===== config.mk =====
export PLATFORM = sky130hd
export DESIGN_NAME = dcache_wt
export DESIGN_NICKNAME = d
export VERILOG_FILES = /design/src/rtl/dcache_wt.sv
export SDC_FILE = /design/constraint.sdc
export NUM_CORES = 1
export LEC_CHECK = 0
export ABC_AREA = 1
export BUFFER_PORTS_ARGS = -buffer_cell sky130_fd_sc_hd__buf_2
export CAP_MARGIN = 20
export CORE_ASPECT_RATIO = 0.8
export CORE_MARGIN = 2
export CORE_UTILIZATION = 25
export DETAILED_ROUTE_END_ITERATION = 7
export HOLD_SLACK_MARGIN = 0.08
export MAX_ROUTING_LAYER = met4
export PLACE_DENSITY_LB_ADDON = 0.12
export SETUP_SLACK_MARGIN = 0.05
export SLEW_MARGIN = 25
export SYNTH_ARGS = -nofsm -noshare
export SYNTH_HDL_FRONTEND = slang
export SYNTH_SLANG_ARGS = --single-unit

===== constraint.sdc =====
create_clock -name clk -period 4.6 [get_ports clk]
set_input_delay 0.23 -clock clk [delete_from_list [all_inputs] [get_ports clk]]
set_output_delay 0.23 -clock clk [all_outputs]
set_load 0.05 [all_outputs]

===== src/rtl/dcache_wt.sv =====
// Direct-mapped write-through, no-write-allocate data cache, one word per line.
// Ports: clk/nrst; datapath read/write/addr/store/done -> ready/load;
// backing memory mem_req/mem_we/mem_addr/mem_wdata/mem_wstrb <- mem_ack/mem_rdata.
// Optional macro DCACHE_STATS_EN adds hit_count/miss_count outputs.
module dcache_wt #(
    parameter int NUM_LINES = 16,
    localparam int IDX_W = $clog2(NUM_LINES),
    localparam int TAG_W = 30 - IDX_W
) (
    input  logic        clk,
    input  logic        nrst,
    input  logic        read,
    input  logic [1:0]  write,
    input  logic [31:0] addr,
    input  logic [31:0] store,
    input  logic        done,
    output logic        ready,
    output logic [31:0] load,
    output logic        mem_req,
    output logic        mem_we,
    output logic [31:0] mem_addr,
    output logic [31:0] mem_wdata,
    output logic [3:0]  mem_wstrb,
    input  logic        mem_ack,
    input  logic [31:0] mem_rdata
`ifdef DCACHE_STATS_EN
    ,
    output logic [31:0] hit_count,
    output logic [31:0] miss_count
`endif
);

    typedef enum logic [1:0] {IDLE, FILL, WR, RESP} state_t;

    state_t state, state_d;

    logic [NUM_LINES-1:0] valid;
    logic [TAG_W-1:0]     tags  [NUM_LINES];
    logic [31:0]          lines [NUM_LINES];

    logic [IDX_W-1:0] idx_in, ridx;
    logic [TAG_W-1:0] tag_in, rtag;
    logic             hit_in, hit_r;
    logic             acc_wr, acc_rd;
    logic [3:0]       strb_c;
    logic [31:0]      wdata_c;

    // Captured request lives in mem_addr, so the line being
    // serviced is always derived from it.
    assign idx_in = addr[IDX_W+1:2];
    assign tag_in = addr[31:IDX_W+2];
    assign ridx   = mem_addr[IDX_W+1:2];
    assign rtag   = mem_addr[31:IDX_W+2];

    assign hit_in = valid[idx_in] && (tags[idx_in] == tag_in);
    assign hit_r  = valid[ridx] && (tags[ridx] == rtag);

    assign acc_wr = (state == IDLE) && (write != 2'd0);
    assign acc_rd = (state == IDLE) && (write == 2'd0) && read;

    assign ready   = (state == RESP);
    assign mem_req = (state == FILL) || (state == WR);
    assign mem_we  = (state == WR);

    always_comb begin
        strb_c  = 4'b0000;
        wdata_c = 32'h0;
        unique case (write)
            2'd1: begin
                strb_c  = 4'b0001 << addr[1:0];
                wdata_c = {4{store[7:0]}};
            end
            2'd2: begin
                strb_c  = addr[1] ? 4'b1100 : 4'b0011;
                wdata_c = {2{store[15:0]}};
            end
            2'd3: begin
                strb_c  = 4'b1111;
                wdata_c = store;
            end
            2'd0: begin
                strb_c  = 4'b0000;
                wdata_c = 32'h0;
            end
        endcase
    end

    always_comb begin
        state_d = state;
        unique case (state)
            IDLE: begin
                if (acc_wr)      state_d = WR;
                else if (acc_rd) state_d = hit_in ? RESP : FILL;
            end
            FILL: if (mem_ack) state_d = RESP;
            WR:   if (mem_ack) state_d = RESP;
            RESP: if (done)    state_d = IDLE;
        endcase
    end

    always_ff @(posedge clk or negedge nrst) begin
        if (!nrst) begin
            state     <= IDLE;
            valid     <= '0;
            load      <= 32'h0;
            mem_addr  <= 32'h0;
            mem_wdata <= 32'h0;
            mem_wstrb <= 4'b0000;
        end else begin
            state <= state_d;
            if (acc_wr || acc_rd) begin
                mem_addr  <= {addr[31:2], 2'b00};
                mem_wdata <= wdata_c;
                mem_wstrb <= strb_c;
            end
            if (acc_rd && hit_in)
                load <= lines[idx_in];
            if (state == FILL && mem_ack) begin
                valid[ridx] <= 1'b1;
                load        <= mem_rdata;
            end
        end
    end

    // Line storage needs no reset; valid bits gate every use.
    always_ff @(posedge clk) begin
        if (state == FILL && mem_ack) begin
            lines[ridx] <= mem_rdata;
            tags[ridx]  <= rtag;
        end else if (state == WR && mem_ack && hit_r) begin
            for (int b = 0; b < 4; b++)
                if (mem_wstrb[b])
                    lines[ridx][8*b +: 8] <= mem_wdata[8*b +: 8];
        end
    end

`ifdef DCACHE_STATS_EN
    always_ff @(posedge clk or negedge nrst) begin
        if (!nrst) begin
            hit_count  <= 32'h0;
            miss_count <= 32'h0;
        end else if (acc_rd) begin
            if (hit_in) hit_count  <= hit_count + 32'd1;
            else        miss_count <= miss_count + 32'd1;
        end
    end
`endif

endmodule


==> results of run 1 <==
logic make-up (layout without fill, tap and decap cells):
family                     count (synthesis)  after routing  share of synthesized area [%]
buffers and inverters                    599           1043                           5.06
and+or+nand+nor                         2224           2224                           18.8
DFF                                     1044           1044                           64.5
AOI/OAI and AO/OA                        943            943                           11.5
adders and majority gates                  4              4                          0.105
other                                      1              8                        0.00787
final cells by class:
cell class | instances | area (um2) | area share [%]
sequential | 1044 | 30800 | 52.8
multi-input combinational | 3173 | 14700 | 25.2
timing repair buffer | 532 | 4260 | 7.31
clock buffer | 172 | 3700 | 6.36
tap | 2537 | 3170 | 5.45
inverter | 271 | 1040 | 1.79
clock inverter | 68 | 597 | 1.02
antenna | 6 | 15.0 | 0.0258
worst min-delay path: stages:
cell and delay [ps]:
buf_4 110, inv_4 230, o21ai_0 270
layout by cell type, fill, tap and decap left out, types with 11 or more instances in the layout:
cell type	instances
nand2_1	1325
edfxtp_1	928
o21ai_0	519
nor2_1	486
nand3_1	324
inv_1	261
buf_2	198
buf_4	175
clkbuf_16	139
a21oi_1	121
dlygate4sd3_1	121
o221ai_1	117
dfrtp_1	114
o211ai_1	74
a31oi_1	50
nand4_1	40
clkinv_1	33
buf_12	33
o21ai_1	26
nor2_4	23
clkbuf_1	23
clkinv_2	20
o21bai_1	11
o22ai_1	11
bufinv_16	11
clkbuf_8	11
what timing repair did:
item | CTS | global route
hold buffers | 122 | 0
hold endpoints to repair | 367 | 0
gates resized for setup | 0 | 0
state kept, by name, indices dropped and copies added (netlist names):
| name | cells |
|---|---|
| valid | 16 |
| load | 32 |
| tags | 416 |
| mem_wstrb | 4 |
| state | 2 |
| lines | 512 |
| mem_wdata | 32 |
| mem_addr | 30 |
worst paths after layout:
path                                    startpoint                        to  depth (start not counted)
min in group asynchronous                     nrst  mem_addr[26]$_DFFE_PN0P_                          4
min reg2reg                  valid[11]$_DFFE_PN0P_     valid[11]$_DFFE_PN0P_                          2
max                        mem_addr[2]$_DFFE_PN0P_   lines[10][10]$_DFFE_PP_                         18
min                                        addr[5]   mem_addr[5]$_DFFE_PN0P_                          3
max reg2reg                mem_addr[2]$_DFFE_PN0P_   lines[10][10]$_DFFE_PP_                         18
max in group asynchronous                     nrst       load[9]$_DFFE_PN0P_                          4
metrics by stage:
stage,cells,total power (W),hold slack (ps),worst slack (ps)
final,7803,0.0328,135,153
after global routing,7803,0.0342,127,63.3
after CTS,7797,0.0331,87.9,244
after detailed placement,7435,0.0223,215,261
after global placement,7435,0.0224,215,142
after floorplan,4816,0.0180,-65.6,1210
power by group through the flow:
| stage | Clock, W | Combinational (W) | Sequential, W |
|---|---|---|---|
| final | 0.0104 | 0.00987 | 0.0125 |
| after global routing | 0.0110 | 0.0107 | 0.0126 |
| after detailed placement | 0 | 0.00963 | 0.0127 |
| after floorplan | 0 | 0.00417 | 0.0138 |
| after global placement | 0 | 0.00967 | 0.0127 |
| after CTS | 0.0107 | 0.00991 | 0.0125 |
routing by layer:
metal	routed length (um)	GRT usage, %
met5	0	-
met2	81900	28.7
met1	92700	28.4
met3	9390	2.45
met4	4080	4.83
==> impl_metrics.ini, run 1 <==
[run_status]
status = complete, no violations

[setup_path]
worstSetupPathType = flop to flop
slowest_stage = dfrtp_4
path_buf_inv = 3
worstPathRequired_ps = 5050
critical_path.top_delay_family = simple AND/OR/NAND/NOR gates
startpoint_type = flop
slowest_delay_ps = 630
cp_max_fo = 32
crit_chain = nand2_2 -> buf_4 -> nor2_1 -> a21oi_1 -> nand2_1 -> nand2_1 -> nand2_1 -> o21ai_1 -> nand2_1 -> nor2_1 -> nand2_1 -> nor2_1 -> nand2_1 -> nor2_4 -> buf_12 -> nand2_1 -> a21oi_1 -> buf_4
arrival_ps = 4890
cp-end-kind = flop
cp_common_cell = nand2_1
reg2reg_slack_ps = 150

[timing]
worst_pin_slew_ps = 921
finalSetupViolCount = 0
grt_setup_unrepaired = false
finalCriticalPeriod_ps = 4450
relSlewSlack_pct = 38.6
timing.final.crit_share_pct = 96.7
max_freq_mhz = 225
fin_skew_ps = 21.3
hold_viol_final = 0
slew_viol_final = 0
fin_tns_setup_ps = 0

[detailed_routing]
drc_errors = 0
antenna_left = 0
first_pass_iters = 6
post_drt_wl_per_cell_um = 24.1
routed_wl_mm = 188
viasPerCell = 4.80
drt_iter0_markers = 3445
vias = 37500

[placement]
place_area_um2 = 52700
portBuffers = 203
place_hpwl_mm = 115
place.gp.congestion = 0.826

[clocking]
cts.sinks = 1044
cts_setup_buffers = 0
clkTransAtPathRegs_ps = 60
cts_tree = done
cts_max_level = 4
cts_root_buffer = clkbuf_16
cts_buffers = 132
clock_latency_ps = 760
cts_max_path_buffers = 3

[pwr]
netSwitchingPower_w = 0.0124
peakVddDrop_uv = 325
p_leak_nw = 22.2
power_frac_clock_pct = 31.8
comb_power_share_pct = 30.1
p_int_w = 0.0204
power.density_nw_per_um2 = 563
p_sw_share_pct = 37.9
seqPwrFrac_pct = 38.1

[global_routing]
grt_pass1_wl_mm = 269
grt_pass1_vias = 36000
antenna_found_initial = 12
grt_max_degree = 129
track_usage_pct = 19.5
grt-ovfl-total = 0

[layout]
utilization_pct = 30.7
fin_area_um2 = 58300
fillers = 19600
area.growth.synth_to_final_pct = 22.2
drive_gt1_share_pct = 12.3
nets = 5261

[floorplan]
core_area_um2 = 190000
fp.dieH_um = 395
start_util_pct = 25.1
die-area_um2 = 194000
die_x_um = 492
rows = 143
io_pins = 206

[synthesis]
synth_area_leader_cell = edfxtp_1
synth_commonest_cells = nand2_1 (1328), edfxtp_1 (928), o21ai_0 (519)
yosys-top-cells-area = edfxtp_1 (58%), nand2_1 (10%), dfrtp_1 (6.1%)
ys_warn_count = 0
netlist-cell-type-count = 36
synth_top_area_share_pct = 58.4
synth_area_per_cell_um2 = 9.90
synth.ff_latch_count = 1044
async_flop_share_pct = 11.1
syn_area_um2 = 47700
synth_ff_type = edfxtp_1
synth_edf_count = 928
synthCells = 4815
yosysSeqAreaShare_pct = 64.5
yosys.cell_count.top_type = nand2_1

[min_path]
hold_path_class = primary input to flop

[run]
drv_cap = 0
Power figures use the tool's default switching activity.
==> inputs of run 2 (changes only) <==
ABC_AREA = default   (was 1)
==> run 2 against run 1 <==
  * Hold slack improved by 160 ps
  * Cell area decreased by 3.2%
  * Combinational power decreased by 7.2%
  * Synthesized cell count decreased by 47%
  * Synthesized area decreased by 3.6%
  * Total power decreased by 5.9%
  * Die area decreased by 3.6%
  * Critical path type unchanged
==> impl_metrics.ini, run 2 <==
[floorplan]
io_pins = 206
fp.dieH_um = 387
die-area_um2 = 187000
die_x_um = 483
rows = 140
start_util_pct = 25.2
core_area_um2 = 182000

[layout]
area.growth.synth_to_final_pct = 22.7
antenna_cells = 0
final_common_cell = edfxtp_1
reg_top3 = lines: 512 flops, tags: 416 flops
utilization_pct = 30.9
nets = 3191
fin_cells = 5599
top_register = lines
most-common-layout-cells = edfxtp_1 (928), mux4_2 (327), buf_4 (224), buf_2 (198), nor2_1 (174)
drive_gt1_share_pct = 32.7
largest_reg_flops = 512

[setup_path]
worstPathRequired_ps = 5050
cp_common_cell = buf_12
cp_max_fo = 28
crit_chain = buf_12 -> mux4_2 -> mux2i_1 -> xnor2_1 -> o31ai_1 -> o211a_1 -> and4_2 -> buf_12 -> nand3_4 -> buf_4 -> mux2_2
r2r_end = lines[8][5]$_DFFE_PP_
worst-r2r-cell-count = 11
slowest_stage = o31ai_1
arrival_ps = 4830
cp-end-kind = flop
crit-reg2reg-launch = mem_addr[2]$_DFFE_PN0P_
startpoint_type = flop
slowest_delay_ps = 610
reg2reg_slack_ps = 220
worstSetupPathType = flop to flop

[synthesis]
synth_edf_count = 928
yosys.cell_count.top_type = edfxtp_1
synth_area_leader_cell = edfxtp_1
synth_top_area_share_pct = 60.6
syn_area_um2 = 46000
synth.ff_latch_count = 1044
ys_warn_count = 0
synthCells = 2574
netlist-cell-type-count = 70
synth_ff_type = edfxtp_1
yosys-top-cells-area = edfxtp_1 (61%), mux4_2 (16%), dfrtp_1 (6.3%)
synth_area_per_cell_um2 = 17.9
yosysSeqAreaShare_pct = 67.0
synth_commonest_cells = edfxtp_1 (928), mux4_2 (327), nor2_1 (191)
async_flop_share_pct = 11.1

[detailed_routing]
post_drt_wl_per_cell_um = 29.6
antenna_left = 0
routed_wl_mm = 166
first_pass_iters = 7
drt_iter0_markers = 2603
viasPerCell = 4.94
drc_errors = 0
vias = 27700

[clocking]
clkTransAtPathRegs_ps = 60
cts_max_path_buffers = 3
cts_root_buffer = clkbuf_16
cts.sinks = 1044
clock_latency_ps = 750
cts_max_level = 3
cts_tree = done
cts_buffers = 117

[global_routing]
track_usage_pct = 17.9
grt_pass1_wl_mm = 232
grt_max_degree = 65
antenna_found_initial = 3
grt_pass1_vias = 28600
grt-ovfl-total = 0

[timing]
slew_viol_final = 0
finalCriticalPeriod_ps = 4380
finalSetupViolCount = 0
hold_viol_final = 0
grt_setup_unrepaired = false
fin_tns_setup_ps = 0
timing.final.crit_share_pct = 95.2
fin_skew_ps = 56.9
relSlewSlack_pct = 29.0
whs_ps = 299
max_freq_mhz = 228
worst_pin_slew_ps = 1070

[placement]
place_hpwl_mm = 109
place.gp.congestion = 0.868
portBuffers = 203
dp.cells = 5265

[pwr]
peakVddDrop_uv = 299
p_leak_nw = 19.1
power.density_nw_per_um2 = 547

[run_status]
status = complete, no violations

[min_path]
hp-start = read
whs_path_depth = 4
holdPathEnd = mem_wdata[7]$_DFFE_PN0P_
hold_path_class = primary input to flop

[run]
drv_cap = 0
## run 2: metrics by stage
| step | area, um2 | power [W] | setup WS, ps |
|---|---|---|---|
| finish | 56400 | 0.0308 | 219 |
| global route | 56400 | 0.0320 | 85.9 |
| CTS | 56300 | 0.0311 | 44.6 |
| detailed placement | 51500 | 0.0218 | -59.6 |
| global placement | 51500 | 0.0218 | -145 |
| floorplan | 46000 | 0.0178 | 543 |
## run 2: logic make-up after synthesis
logic type / after synthesis / share of synthesized area (%)
DFF: 1044 / 67.0
muxes: 555 / 21.1
and+or+nand+nor: 447 / 4.44
AOI/OAI and AO/OA: 260 / 4.02
buffers and inverters: 187 / 1.88
xor gates and xnor gates: 76 / 1.45
adders and majority gates: 4 / 0.109
other: 1 / 0.00816
## run 2: worst max-delay path by stage
stage | start | endpoint | slack, ps | depth (start not counted)
finish | mem_addr[2]$_DFFE_PN0P_ | lines[8][5]$_DFFE_PP_ | 220 | 11
global placement | mem_addr[4]$_DFFE_PN0P_ | lines[14][24]$_DFFE_PP_ | -140 | 11
detailed placement | mem_addr[4]$_DFFE_PN0P_ | lines[14][24]$_DFFE_PP_ | -60 | 11
floorplan | mem_addr[2]$_DFFE_PN0P_ | lines[12][24]$_DFFE_PP_ | 540 | 14
CTS | mem_addr[4]$_DFFE_PN0P_ | lines[3][8]$_DFFE_PP_ | 40 | 13
global route | mem_addr[2]$_DFFE_PN0P_ | lines[8][5]$_DFFE_PP_ | 90 | 12
## run 2: power breakdown
group | internal, W | leakage [nW] | total, W | switching, W
Sequential | 0.0116 | 9.75 | 0.0125 | 0.000961
Combinational | 0.00305 | 7.56 | 0.00916 | 0.00611
Clock | 0.00521 | 1.78 | 0.00915 | 0.00394
Total | 0.0198 | 19.1 | 0.0308 | 0.0110
## run 2: metal layers
layer  vias up  part of all wire, %  track usage [%]
met4         0                  2.5             4.47
met3       232                  4.9             2.48
met2       927                   47             27.6
met5         -                    0                -
met1     15000                   46             24.9
li1      11500                    -                -
## run 2: timing repair
action | in CTS | in global routing
buffers inserted | 0 | 5
pin swaps | 0 | 0
setup endpoints to repair | 502 | 258
hold buffers | 109 | 0
hold endpoints to repair | 198 | 0
gates resized for setup | 18 | 8
## run 2: worst max-delay path: cells and delay by family, from the launching register on
family | cells | cell delay (ps)
flip-flops | 1 | 530
AND/OR/NAND/NOR | 2 | 480
XOR/XNOR | 1 | 180
AO/OA/AOI/OAI | 2 | 850
multiplexers | 3 | 1270
buffers and inverters | 3 | 680
## run 2: cell type report
cell class | count | area [um2]
fillers | 17700 | 126000
flip-flops and latches | 1044 | 30800
multi-input cells | 1344 | 14500
repair buffers | 559 | 4310
clock buffers | 160 | 3130
well taps | 2414 | 3020
clock inverters | 60 | 556
inverters | 18 | 68.8
